### src/rtl/pc_unit.sv
// Program-counter unit for the multicycle MIPS datapath: next-PC selection,
// exception entry/return through EPC, and a circular return-address stack.
module pc_unit #(
  parameter int               WIDTH     = 32,
  parameter logic [WIDTH-1:0] RESET_VEC = '0,
  parameter logic [WIDTH-1:0] EXC_VEC   = WIDTH'(32'h80000180),
  parameter int               STEP      = 4,
  parameter int               RAS_DEPTH = 4
) (
  input  logic             clk,
  input  logic             rst,
  input  logic             pc_write,
  input  logic [2:0]       pc_src,
  input  logic [WIDTH-1:0] branch_target,
  input  logic [WIDTH-1:0] jump_target,
  input  logic [WIDTH-1:0] reg_target,
  input  logic             exc_req,
  input  logic             ras_push,
  input  logic             ras_pop,
  output logic [WIDTH-1:0] pc,
  output logic [WIDTH-1:0] pc_plus,
  output logic [WIDTH-1:0] epc,
  output logic             in_exc,
  output logic [WIDTH-1:0] ras_top,
  output logic             ras_empty,
  output logic             ras_full,
  output logic             ras_ovf
);

  localparam int PTR_W = (RAS_DEPTH > 1) ? $clog2(RAS_DEPTH) : 1;
  localparam int CNT_W = $clog2(RAS_DEPTH + 1);
  localparam logic [CNT_W-1:0] FULL_CNT = CNT_W'(RAS_DEPTH);

  typedef enum logic {NORMAL, EXC} state_t;

  state_t           state, state_next;
  logic [WIDTH-1:0] pc_next, epc_next;
  logic [WIDTH-1:0] ras_mem [RAS_DEPTH];
  logic [PTR_W-1:0] top_ptr, top_inc, top_dec;
  logic [CNT_W-1:0] count;
  logic             take_exc, ras_act;

  assign pc_plus   = pc + WIDTH'(STEP);
  assign in_exc    = (state == EXC);
  assign ras_empty = (count == '0);
  assign ras_full  = (count == FULL_CNT);
  assign ras_top   = ras_empty ? '0 : ras_mem[top_ptr];
  assign top_inc   = top_ptr + PTR_W'(1);
  assign top_dec   = top_ptr - PTR_W'(1);

  // A trap is only taken from NORMAL; once taken it cancels all other activity.
  assign take_exc = exc_req && (state == NORMAL);
  assign ras_act  = pc_write && !take_exc;

  always_comb begin
    pc_next    = pc;
    epc_next   = epc;
    state_next = state;
    if (take_exc) begin
      pc_next    = EXC_VEC;
      epc_next   = pc;
      state_next = EXC;
    end else if (pc_write) begin
      case (pc_src)
        3'd0: pc_next = pc_plus;
        3'd1: pc_next = branch_target;
        3'd2: pc_next = jump_target;
        3'd3: pc_next = reg_target;
        3'd4: pc_next = ras_empty ? reg_target : ras_top;
        3'd5: begin
          pc_next    = epc;
          state_next = NORMAL;
        end
        default: pc_next = pc;
      endcase
    end
  end

  always_ff @(negedge clk or posedge rst) begin
    if (rst) begin
      state <= NORMAL;
      pc    <= RESET_VEC;
      epc   <= '0;
    end else begin
      state <= state_next;
      pc    <= pc_next;
      epc   <= epc_next;
    end
  end

  // Push+pop on a non-empty stack replaces the top; on an empty stack it is a plain push.
  always_ff @(negedge clk or posedge rst) begin
    if (rst) begin
      top_ptr <= '0;
      count   <= '0;
      ras_ovf <= 1'b0;
      for (int i = 0; i < RAS_DEPTH; i++) ras_mem[i] <= '0;
    end else if (ras_act) begin
      if (ras_push && ras_pop && !ras_empty) begin
        ras_mem[top_ptr] <= pc_plus;
      end else if (ras_push) begin
        ras_mem[top_inc] <= pc_plus;
        top_ptr          <= top_inc;
        if (ras_full) ras_ovf <= 1'b1;
        else          count   <= count + CNT_W'(1);
      end else if (ras_pop && !ras_empty) begin
        top_ptr <= top_dec;
        count   <= count - CNT_W'(1);
      end
    end
  end

endmodule

### config.mk
export PLATFORM = sky130hd
export DESIGN_NAME = pc_unit
export DESIGN_NICKNAME = d
export VERILOG_FILES = /design/src/rtl/pc_unit.sv
export SDC_FILE = /design/constraint.sdc
export NUM_CORES = 1
export LEC_CHECK = 0
export BUFFER_PORTS_ARGS = -buffer_cell sky130_fd_sc_hd__buf_4
export CORE_MARGIN = 3
export CORE_UTILIZATION = 40
export CTS_BUF_LIST = sky130_fd_sc_hd__clkbuf_16
export DETAILED_ROUTE_END_ITERATION = 10
export PLACE_DENSITY = 0.7
export SYNTH_ARGS = -nofsm -noshare
export SYNTH_HDL_FRONTEND = slang
export SYNTH_SLANG_ARGS = --single-unit
### constraint.sdc
create_clock -name clk -period 7 [get_ports clk]
set_input_delay 0.7 -clock clk [delete_from_list [all_inputs] [get_ports clk]]
set_output_delay 0.7 -clock clk [all_outputs]
set_load 0.01 [all_outputs]
; Word level (Yosys, flattened, before mapping)
; Index checks and enable logic that the tools add are counted.
[totals]
ff_bits = 199
latchBits = 0
ramBits = 0
rom_bits = 0
output_inout_bits = 132
word_cells = 76
memories = 0
[op_classes]
add_sub_neg = 5
n_mul = 0
div = 0
magnitude_cmp = 4
n_eq_ne = 7
shift = 0
muxes = 24
bitwise = 4
n_reduce_logical = 22
[ops]
columns = operator, count
row1 = $bwmux 128, 2
row2 = $mux 128, 2
row3 = $mux 32, 8
row4 = $pmux 32 s6, 1
row5 = $demux 32 s2, 2
row6 = $bmux 32 s2, 1
row7 = $add 32x3->32 const B, 1
row8 = $eq 3x3->1 const B, 3
row9 = $mux 3, 3
row10 = $reduce_and 4->1, 2
row11 = $reduce_bool 2->1, 4
row12 = $logic_and 1x1->1, 7
row13 = $reduce_bool 7->1, 1
row14 = $eq 3x2->1 const B, 2
row15 = $ge 3x3->1 const B, 2
row16 = $logic_not 3->1, 2
row17 = $lt 3x1->1 const B, 2
row18 = $not 2->3, 2
row19 = $reduce_and 2->1, 3
row20 = $mux 2, 2
row21 = $add 3x1->3 const B, 1
row22 = $eq 3x1->1 const B, 1
row23 = $mux 1, 3
row24 = $reduce_and 3->1, 1
row25 = 6 further kinds, 8

; Depth between registers and ports, before layout
[logic_depth]
ltp_word = 9
ltp_mapped = 10
mapped_depth_nobuf = 6

==> results_tabular.tex <==
\begin{tabular}{lr}
\hline
Metric & Value \\
\hline
\multicolumn{2}{l}{\textbf{Outcome}} \\
Outcome & complete, no violations \\
\multicolumn{2}{l}{\textbf{Finish}} \\
Antenna Cells & 0 \\
Ratio of cells with drive above 1 in the final layout & 0.280 \\
Synth-to-Final Area Change & 25.9\% \\
Filler cell count & 2543 \\
Number of nets in the final layout & 1560 \\
Share of the core filled with cells & 0.518 \\
\multicolumn{2}{l}{\textbf{Critical path}} \\
Endpoint of the worst register-to-register path & ras\_mem[56] \\
Crit Path Max Fanout & 13 \\
Sort of element at the start of the critical path & flip-flop \\
Number of cells on the worst reg-to-reg path & 5 \\
Cells along the critical path & nand4\_2 > or4\_4 > o31a\_1 > nor2\_2 > inv\_1 > buf\_4 \\
Setup slack on the worst flop-to-flop path & 4350 ps \\
Startpoint of the most critical register-to-register path & count[0] \\
Worst Path Class, Setup & flip-flop to primary output \\
WP data arrival & 6200 ps \\
Slowest cell on crit path & sky130\_fd\_sc\_hd\_\_or4\_4 \\
Slowest cell delay on critical path & 620 ps \\
Crit path required time & 6300 ps \\
Type of element capturing the critical path & primary output \\
\multicolumn{2}{l}{\textbf{Logic synthesis}} \\
Post-synthesis net count & 1347 \\
Number of flip-flops and latches in the synthesized netlist & 199 \\
Number of standard cells after synthesis & 1235 \\
Number of warnings reported in the yosys synthesis log & 0 \\
Synthesized area & 11200 um2 \\
Post-synth top flop & sky130\_fd\_sc\_hd\_\_dfrtn\_1 \\
Async S/R FF share, synth & 1.00 \\
Syn\_area\_per\_cell & 9.07 um2 \\
Number of distinct library cells after synthesis & 72 \\
Portion of the post-synthesis area used by sequential elements & 0.444 \\
Number of enable flip-flop cells after synthesis & 0 \\
\multicolumn{2}{l}{\textbf{Placement}} \\
Port Buf Inserts & 236 \\
HPWL after detailed placement & 30.9 mm \\
Global placer's final weighted congestion & 0.961 \\
\multicolumn{2}{l}{\textbf{STA}} \\
Pins Over Slew Limit & 0 \\
Fin Hold WS & 448 ps \\
Actual transition at the worst max-transition pin & 869 ps \\
TNS Setup & 0 ps \\
Clk\_skew & 11.0 ps \\
RSZ-0062 raised after global routing & false \\
Final setup violation count & 0 \\
Hold violation count in the final report & 0 \\
Relative slew slack & 0.416 \\
\multicolumn{2}{l}{\textbf{Pwr}} \\
Net Sw Power & 2.45 mW \\
Clk network pwr share & 0.155 \\
Switching Fraction & 0.411 \\
Power density over the cells & 423 nW/um2 \\
Relative contribution of sequential cells to total power & 0.347 \\
Combinational Power Share & 0.498 \\
Leakage & 6.46 nW \\
Internal cell power & 3.51 mW \\
Worst vdd ir & 0.168 mV \\
\multicolumn{2}{l}{\textbf{Global routing}} \\
GRT Resource Usage Total & 0.266 \\
Final global-route overflow total & 0 \\
Pin count of the biggest net entering global routing & 113 \\
Number of global-route vias before repair & 10200 \\
Global-route wire length before repair & 62.3 mm \\
Number of antenna violations at the first check in global routing & 0 \\
\multicolumn{2}{l}{\textbf{CTS}} \\
Maximum buffer depth of the clock tree & 2 \\
Reg clk slew, reported paths & 60 ps \\
Clock latency of the later-clocked register in the worst-skew pair & 410 ps \\
TritonCTS clock tree & yes \\
Inserted Clock Buffers & 17 \\
Root Driver & sky130\_fd\_sc\_hd\_\_clkbuf\_16 \\
Count of clock tree sinks & 199 \\
Hold-fix buffers, CTS & 0 \\
CTS H-Tree Depth & 4 \\
\multicolumn{2}{l}{\textbf{Floorplan}} \\
Die area & 30100 um2 \\
Height of the die & 173 um \\
Chip width & 173 um \\
Area of the core region & 27300 um2 \\
Starting density of the core & 0.411 \\
Top-level I/O count & 237 \\
Num rows & 60 \\
\multicolumn{2}{l}{\textbf{Routing}} \\
Number of DRC markers after the initial detailed-route iteration & 1087 \\
Detailed Routing Iterations Pass 1 & 6 \\
Wirelength per Cell & 22.5 um \\
DRC violations left & 0 \\
Vias after detailed routing & 10600 \\
Vias per inst & 5.80 \\
Final wirelength & 41.1 mm \\
Post-route ant nets & 0 \\
\multicolumn{2}{l}{\textbf{Worst hold path}} \\
WHS Endpoint & ras\_ovf \\
Worst hold path startpoint & ras\_ovf \\
Depth of the worst hold-timing path & 1 \\
Kind of path behind the tightest hold check & flip-flop to flip-flop \\
\multicolumn{2}{l}{\textbf{Job}} \\
Number of max-capacitance violations reported & 0 \\
\hline
\end{tabular}
worst max-delay path by stage:
stage               startpoint          end  slack (ps)  cells past startpoint
global route             pc[4]  pc_plus[13]           2                      6
CTS                      pc[9]  pc_plus[22]           9                      6
finish                   pc[9]  pc_plus[24]         100                      6
global placement        pc[19]  pc_plus[31]         370                      6
floorplan                  rst     count[0]         360                      1
detailed placement      pc[19]  pc_plus[31]         300                      6
logic make-up after synthesis:
logic type / share of synthesized area
AOI/OAI and AO/OA: 0.182
xor gates and xnor gates: 0.0188
adders and majority gates: 0.00848
buffers and inverters: 0.0607
DFF: 0.444
muxes: 0.103
and+or+nand+nor: 0.182
Yosys cell counts (all sizes together), types with 19 or more instances:
| master | number | area (um2) |
|---|---|---|
| o21ai | 40 | 200 |
| nand3 | 23 | 115 |
| mux2i | 19 | 190 |
| nor2 | 148 | 556 |
| clkbuf | 39 | 148 |
| inv | 59 | 221 |
| mux4 | 31 | 698 |
| a21oi | 177 | 901 |
| dfrtn | 199 | 4980 |
| and2 | 22 | 138 |
| buf | 58 | 308 |
| mux2 | 24 | 270 |
| nor3 | 26 | 151 |
| nand2 | 159 | 597 |
critical path: cells and delay by family (launching register included):
family / cells / cell delay (ps)
AO/OA/AOI/OAI: 1 / 350
flip-flops: 1 / 550
AND/OR/NAND/NOR: 3 / 1150
buffers and inverters: 2 / 220
layout make-up:
| type | instances | area (um2) | area share |
|---|---|---|---|
| multi-input combinational | 879 | 5660 | 0.401 |
| sequential | 199 | 4980 | 0.353 |
| timing repair buffer | 291 | 2250 | 0.159 |
| tap | 372 | 465 | 0.0330 |
| clock buffer | 17 | 425 | 0.0302 |
| inverter | 60 | 229 | 0.0162 |
| clock inverter | 14 | 101 | 0.00718 |
routing by layer:
metal	GRT usage	wire length [um]	vias to the layer above
met1	0.375	17400	5177
met4	0.0855	1260	0
li1	-	-	4761
met5	0	0	-
met3	0.0668	4150	81
met2	0.405	18400	611
power by group through the flow:
stage / sequential (mW) / clock, mW / combinational (mW)
finish: 2.07 / 0.923 / 2.97
global route: 2.13 / 0.982 / 3.20
CTS: 2.06 / 0.928 / 2.94
detailed placement: 2.08 / 0 / 2.93
global placement: 2.05 / 0 / 2.88
floorplan: 2.00 / 0 / 1.69
cell usage in the layout, fill, tap and decap left out, drive strengths merged, types with 17 or more instances in the layout:
cell type	instances
a21oi	177
and2	22
buf	291
clkbuf	17
dfrtn	199
inv	65
mux2	24
mux2i	19
mux4	31
nand2	159
nand3	23
nor2	148
nor3	26
o21ai	40
stage by stage:
stage          setup WS [ps]  instance area, um2  std cells  total power, mW
2_1_floorplan            355               11200       1235             3.68
5_1_grt                 1.74               14100       1832             6.32
3_5_place_dp             300               13500       1795             5.00
6_report                 101               14100       1832             5.96
3_3_place_gp             366               13500       1795             4.93
4_1_cts                 9.14               14000       1827             5.93
flip-flops by register name (all words and copies together) (netlist names):
register and flops:
in_exc 1, top_ptr 2, pc 32, ras_mem 128, ras_ovf 1, count 3
epc 32
timing repair:
action                     CTS  global route
gates cloned                 0             0
pin swaps                    1             3
setup endpoints to repair    4            11
resized for setup            3            10
setup buffers                1             5
(Power assumes the default switching activity.)
